**config.mk**
```make
export PLATFORM = sky130hd
export DESIGN_NAME = pipeline_hazard_controller
export DESIGN_NICKNAME = d
export VERILOG_FILES = /design/src/rtl/pipeline_hazard_controller.sv
export SDC_FILE = /design/constraint.sdc
export NUM_CORES = 1
export LEC_CHECK = 0
export ABC_AREA = 1
export ABC_CLOCK_PERIOD_IN_PS = 2150
export BUFFER_PORTS_ARGS = -buffer_cell sky130_fd_sc_hd__buf_2
export CAP_MARGIN = 30
export CORE_ASPECT_RATIO = 1.5
export CORE_MARGIN = 4
export CORE_UTILIZATION = 40
export DETAILED_ROUTE_END_ITERATION = 8
export PLACE_DENSITY = 0.72
export SETUP_SLACK_MARGIN = 0.2
export SYNTH_ARGS = -nofsm -noshare
export SYNTH_HDL_FRONTEND = slang
export SYNTH_SLANG_ARGS = --single-unit
```
**constraint.sdc**
```tcl
create_clock -name clk -period 2.15 [get_ports clk]
set_input_delay 0.215 -clock clk [delete_from_list [all_inputs] [get_ports clk]]
set_output_delay 0.215 -clock clk [all_outputs]
set_load 0.02 [all_outputs]
```
**src/rtl/pipeline_hazard_controller.sv**
```systemverilog
// ID-stage hazard controller: detects load-use and ALU-to-branch RAW hazards, holds PC/IF-ID
// for one or two cycles, squashes IF/ID on redirects, and keeps saturating stall/flush counters.
module pipeline_hazard_controller #(
  parameter int unsigned CNT_WIDTH = 16
) (
  input  logic                 clk,
  input  logic                 reset,
  input  logic [4:0]           if_id_rs,
  input  logic [4:0]           if_id_rt,
  input  logic                 id_uses_rs,
  input  logic                 id_uses_rt,
  input  logic                 id_is_branch,
  input  logic                 id_ex_mem_read,
  input  logic                 id_ex_reg_write,
  input  logic [4:0]           id_ex_rd,
  input  logic                 branch_taken,
  input  logic                 jump,
  output logic                 Data_Hazard,
  output logic                 IF_Flush,
  output logic                 pc_write,
  output logic                 if_id_write,
  output logic [CNT_WIDTH-1:0] stall_count,
  output logic [CNT_WIDTH-1:0] flush_count
);

  typedef enum logic [0:0] {StRun, StStall} state_e;

  localparam logic [CNT_WIDTH-1:0] CntOne = CNT_WIDTH'(1);

  state_e               state_q, state_d;
  logic [1:0]           rem_q, rem_d;
  logic [CNT_WIDTH-1:0] stall_cnt_q, stall_cnt_d;
  logic [CNT_WIDTH-1:0] flush_cnt_q, flush_cnt_d;

  logic match_rs, match_rt, any_match;
  logic load_hazard, alu_br_hazard, hazard;
  logic stall, stall_act, flush_act;

  // r0 is hardwired zero, so a write to it can never feed a reader.
  assign match_rs      = id_uses_rs && (if_id_rs == id_ex_rd) && (id_ex_rd != 5'd0);
  assign match_rt      = id_uses_rt && (if_id_rt == id_ex_rd) && (id_ex_rd != 5'd0);
  assign any_match     = match_rs || match_rt;
  assign load_hazard   = id_ex_mem_read && any_match;
  assign alu_br_hazard = id_is_branch && id_ex_reg_write && !id_ex_mem_read && any_match;
  assign hazard        = load_hazard || alu_br_hazard;

  always_comb begin
    state_d = state_q;
    rem_d   = rem_q;
    stall   = 1'b0;
    unique case (state_q)
      StRun: begin
        if (hazard) begin
          stall = 1'b1;
          // A branch compared in ID needs the load data one cycle later than an ALU op.
          if (load_hazard && id_is_branch) begin
            state_d = StStall;
            rem_d   = 2'd1;
          end
        end
      end
      StStall: begin
        stall = 1'b1;
        rem_d = rem_q - 2'd1;
        if (rem_q <= 2'd1) begin
          state_d = StRun;
          rem_d   = 2'd0;
        end
      end
    endcase
  end

  // Outputs are forced to their idle values while reset is held, independent of the clock.
  assign stall_act   = reset && stall;
  assign flush_act   = reset && !stall && (branch_taken || jump);
  assign Data_Hazard = !stall_act;
  assign pc_write    = !stall_act;
  assign if_id_write = !stall_act;
  assign IF_Flush    = flush_act;

  always_comb begin
    stall_cnt_d = stall_cnt_q;
    flush_cnt_d = flush_cnt_q;
    if (stall_act && (stall_cnt_q != '1)) stall_cnt_d = stall_cnt_q + CntOne;
    if (flush_act && (flush_cnt_q != '1)) flush_cnt_d = flush_cnt_q + CntOne;
  end

  always_ff @(posedge clk or negedge reset) begin
    if (!reset) begin
      state_q     <= StRun;
      rem_q       <= 2'd0;
      stall_cnt_q <= '0;
      flush_cnt_q <= '0;
    end else begin
      state_q     <= state_d;
      rem_q       <= rem_d;
      stall_cnt_q <= stall_cnt_d;
      flush_cnt_q <= flush_cnt_d;
    end
  end

  assign stall_count = stall_cnt_q;
  assign flush_count = flush_cnt_q;

endmodule

```
# Word level (Yosys, flattened, before mapping)

Index checks and enable logic that the tools add are counted.

Bits in registers: 35
Bits of input ports: 24

Add/sub/neg operators: 3
Magnitude comparators: 1
Eq/ne operators: 6
Muxes and demuxes: 10
Bitwise gates (word level): 1
Reduce and logical (&&, ||, !) cells: 22

Operators with widths:

| operator                                            | number |
|---|---|
| adder 16 x 1 -> 16 bit, second input constant       | 2 |
| inequality test 16 bit, second input constant       | 2 |
| logical AND 1 bit                                   | 14 |
| equality test 5 bit                                 | 2 |
| two-way mux 2 bit                                   | 3 |
| nonzero test 5 bit                                  | 1 |
| two-way mux 1 bit                                   | 4 |
| inequality test 2 bit, second input constant        | 2 |
| one-hot mux 1 bit (2 select lines)                  | 2 |
| one-hot mux 2 bit (2 select lines)                  | 1 |
| zero test 1 bit                                     | 3 |
| logical OR 1 bit                                    | 3 |
| <= comparator 2 x 1 -> 1 bit, second input constant | 1 |
| AND reduction 2 bit                                 | 1 |
| subtractor 2 x 1 -> 2 bit, second input constant    | 1 |
| inverter 1 bit                                      | 1 |

# Depth between registers and ports, before layout

Depth after elaboration: 12
Gate-level depth with buffers: 12
Mapped depth without buffers: 11

# Worst setup path before layout

Ideal clock, no wire load.

Path kind: reg-to-reg
Start point: register stall_cnt_q[0] (netlist: stall_count[0])
End point: register stall_cnt_q[5] (netlist: stall_count[5])
Setup time: 0.118 ns
Data arrival time: 1.675 ns
Setup slack: 0.357 ns
Cell stages (with the launch flop): 10
Path buffers: 1
Cell sequence: dfrtp_1 ha_1 nand3_2 nor2_4 nand2_2 nor2_4 nand4_4 buf_2 nand4_1 nand2_1

Word-level cells in the longest chain between the ends: 2

RTL lines:

| element                                                        | line | source |
|---|---|---|
| start: declaration                                             | 32   | `logic [CNT_WIDTH-1:0] stall_cnt_q, stall_cnt_d;` |
| start signal: assignment                                       | 97   | `stall_cnt_q <= stall_cnt_d;` |
| branches (longest 2 deep; another with adder 16 x 1 -> 16 bit) | --   |  |

Parallel ways; which one is timed is not known.
A chain may end at the register's enable or synchronous reset.

# Worst setup path in the final report

Start point: register stall_cnt_q[0] (netlist: stall_count[0])
End point: register stall_cnt_q[0] (netlist: stall_count[0])

The elaborated chain is that of the path after synthesis.

==> reports/results.ini <==
[placement]
post-dp-hpwl_um = 4330
place.gp.congestion = 0.888
placed_cell_area_um2 = 2720
dp_slack_ns = 0.152
post-place-cells = 462
io_buffers = 59

[power_and_ir_drop]
p_leak_nw = 1.59
swShare_pct = 38.5
p_per_area_nw_per_um2 = 697
clockPowerShare_pct = 24.1
combPwrFrac_pct = 34.2
switchingPower_mw = 0.782
total_power_mw = 2.03
p_seq_share_pct = 41.7
ir_drop_mv = 0.558
intPower_mw = 1.25

[sta]
rsz0062_at_grt = false
worst_pin_slew_ns = 0.410
timing.hold.ws_ns = 0.291
finalSetupTns_ns = 0
maxSlewViolCount = 0
skew_ns = 0.00802
slew_headroom_pct = 72.4
hold_viol_final = 0
setup_viol = 0
period_needed_ns = 1.80
layout_setup_ws_ns = 0.353
fin_crit_sh_pct = 83.6
timing.fmax_mhz = 556

[routing]
drt_iter0_drc = 165
drt.antenna.violating_nets = 0
drt-total-wl_um = 5840
drc = 0
drt-wirelength-per-cell_um = 12.3
first_pass_iters = 4
viasPerCell = 4.93
vias = 2347

[layout]
fin_cells = 476
diodes = 0
nets = 430
drive_above_1_share_pct = 22.8
postLayoutCoreUtil_pct = 50.3
fin_area_um2 = 2910
area_growth_pct = 22.8

[die]
fp.dieW_um = 70.9
dieArea_um2 = 7250
fp.dieH_um = 102
initial_core_util_pct = 41.0
core_area_um2 = 5790
ios = 60
rows = 34

[logic_synthesis]
synth-seq-cells = 35
synthAdderAreaFrac_pct = 1.06
ys_seq_area_share_pct = 36.9
synthArstFlopShare_pct = 100
synth_area_um2 = 2370
yosysWarnings = 0
synthesis.nets = 363
yosys.area_share.simple_pct = 42.0
synth_edf_count = 0
synth_compound_area_share_pct = 1.37
ys.flop_type = dfrtp_1
avgSynthCellArea_um2 = 7.04
synth_mux_area_share_pct = 0
synth_top_family_by_area = simple AND/OR/NAND/NOR gates
syn_inst = 337
synth_xor_area_share_pct = 10.3
synthDistinctLibCells = 30

[setup_path]
cp_max_fo = 18
critPathArrivalTime_ns = 2.02
start_kind = flip-flop
crit_required_ns = 2.38
worstSetupPathType = flip-flop to flip-flop
end_kind = flip-flop

[clock_tree]
clkTransAtPathRegs_ns = 0.07
cts.sinks = 35
clkLatencyLatePin_ns = 0.29
clock_path_buffers = 2
cts-root-buf = clkbuf_8
htree_levels = 2
cts_tree = yes
cts_made_buffers = 5

[grt]
grt_start_max_net_pins = 33
antenna_found_initial = 0
overflow = 0
grt_pass1_wl_um = 9780
track_usage_pct = 16.5
grt_pass1_vias = 2211

[run]
cap_violations = 0

[worst_hold_path]
hp-class = input pin to flip-flop

[outcome]
status = complete, no violations

[cells by family after synthesis]
kind of cell / Yosys count
AOI/OAI and AO/OA: 5
xor gates and xnor gates: 28
adders and majority gates: 2
buffers and inverters: 46
DFF: 35
and+or+nand+nor: 221
[area by class of cell]
| type | instances | area [µm²] |
|---|---|---|
| Fill cell | 591 | 2870 |
| Multi-Input combinational cell | 257 | 1330 |
| Sequential cell | 35 | 876 |
| Timing Repair Buffer | 68 | 390 |
| Inverter | 37 | 139 |
| Tap cell | 72 | 90.1 |
| Clock buffer | 6 | 82.6 |
| Clock inverter | 1 | 5.00 |
[final timing paths]
kind,from,end,slack (ns),cells after the start
max,stall_count[0],stall_count[0],0.35,10
min,id_ex_mem_read,rem_q[0],0.29,4
max reg2reg,stall_count[0],stall_count[0],0.35,10
min reg2reg,rem_q[1],state_q,0.52,1
max in group asynchronous,reset,flush_count[1],0.98,4
min in group asynchronous,reset,stall_count[14],0.48,3
[layer usage]
layer  vias to the layer above  routed length, µm  track usage, %
met5                         -                  0               0
met4                         0                100            5.64
met3                        10                287            3.25
met2                        57               3050            30.9
met1                      1089               2400            18.6
li1                       1191                  -               -
[worst max-delay path, stage by stage, from the launching register on]
cell,delay [ns]
dfrtp_1,0.44
ha_1,0.27
nand3_2,0.15
nor2_4,0.16
nand2_2,0.08
nor2_4,0.10
nand4_4,0.09
buf_12,0.18
nand3_4,0.11
nand2_1,0.07
nand2_1,0.06
[registers in the layout, indices dropped and copies added, names as in the netlist]
signal	flops
flush_count	16
state_q	1
rem_q	2
stall_count	16
[power by group through the flow]
stage / Combinational (mW) / Clock (mW) / Sequential (mW)
2_1_floorplan: 0.363 / 0 / 0.923
3_3_place_gp: 0.615 / 0 / 0.856
3_5_place_dp: 0.624 / 0 / 0.862
4_1_cts: 0.645 / 0.506 / 0.851
5_1_grt: 0.780 / 0.539 / 0.858
6_report: 0.695 / 0.489 / 0.846
[Yosys cell counts (4+ instances only)]
| cell type | number | share of area (%) |
|---|---|---|
| nand2_1 | 141 | 22 |
| dfrtp_1 | 35 | 37 |
| inv_1 | 31 | 4.9 |
| nor2_1 | 23 | 3.6 |
| nand4_1 | 19 | 5.0 |
| xor2_1 | 18 | 6.6 |
| nand3_1 | 16 | 3.4 |
| xnor2_1 | 10 | 3.7 |
| nor3_1 | 9 | 1.9 |
| inv_2 | 5 | 0.79 |
| buf_4 | 4 | 1.3 |
[what timing repair did]
action	CTS	global route
pin swaps	1	2
endpoints found under the setup margin	27	32
gates resized for setup	2	1
hold buffers	1	0
setup buffers	0	5
gates cloned	1	0
endpoints found under the hold margin	14	0
[cell usage in the layout (no fill, tap or decap), drive strengths merged]
master / synthesis / layout
a21oi: 1 / 1
clkinv: 1 / 2
xor2: 18 / 18
nor3: 10 / 10
dfrtp: 35 / 35
inv: 36 / 36
buf: 8 / 67
a21o: 1 / 1
dlygate4sd3: 0 / 1
nand3: 19 / 20
nand4: 21 / 21
xnor2: 10 / 10
nor4: 1 / 1
nand2: 143 / 143
o21a: 2 / 2
nor2: 27 / 27
clkbuf: 1 / 6
ha: 2 / 2
o21ai: 1 / 1
(Power assumes the default switching activity.)
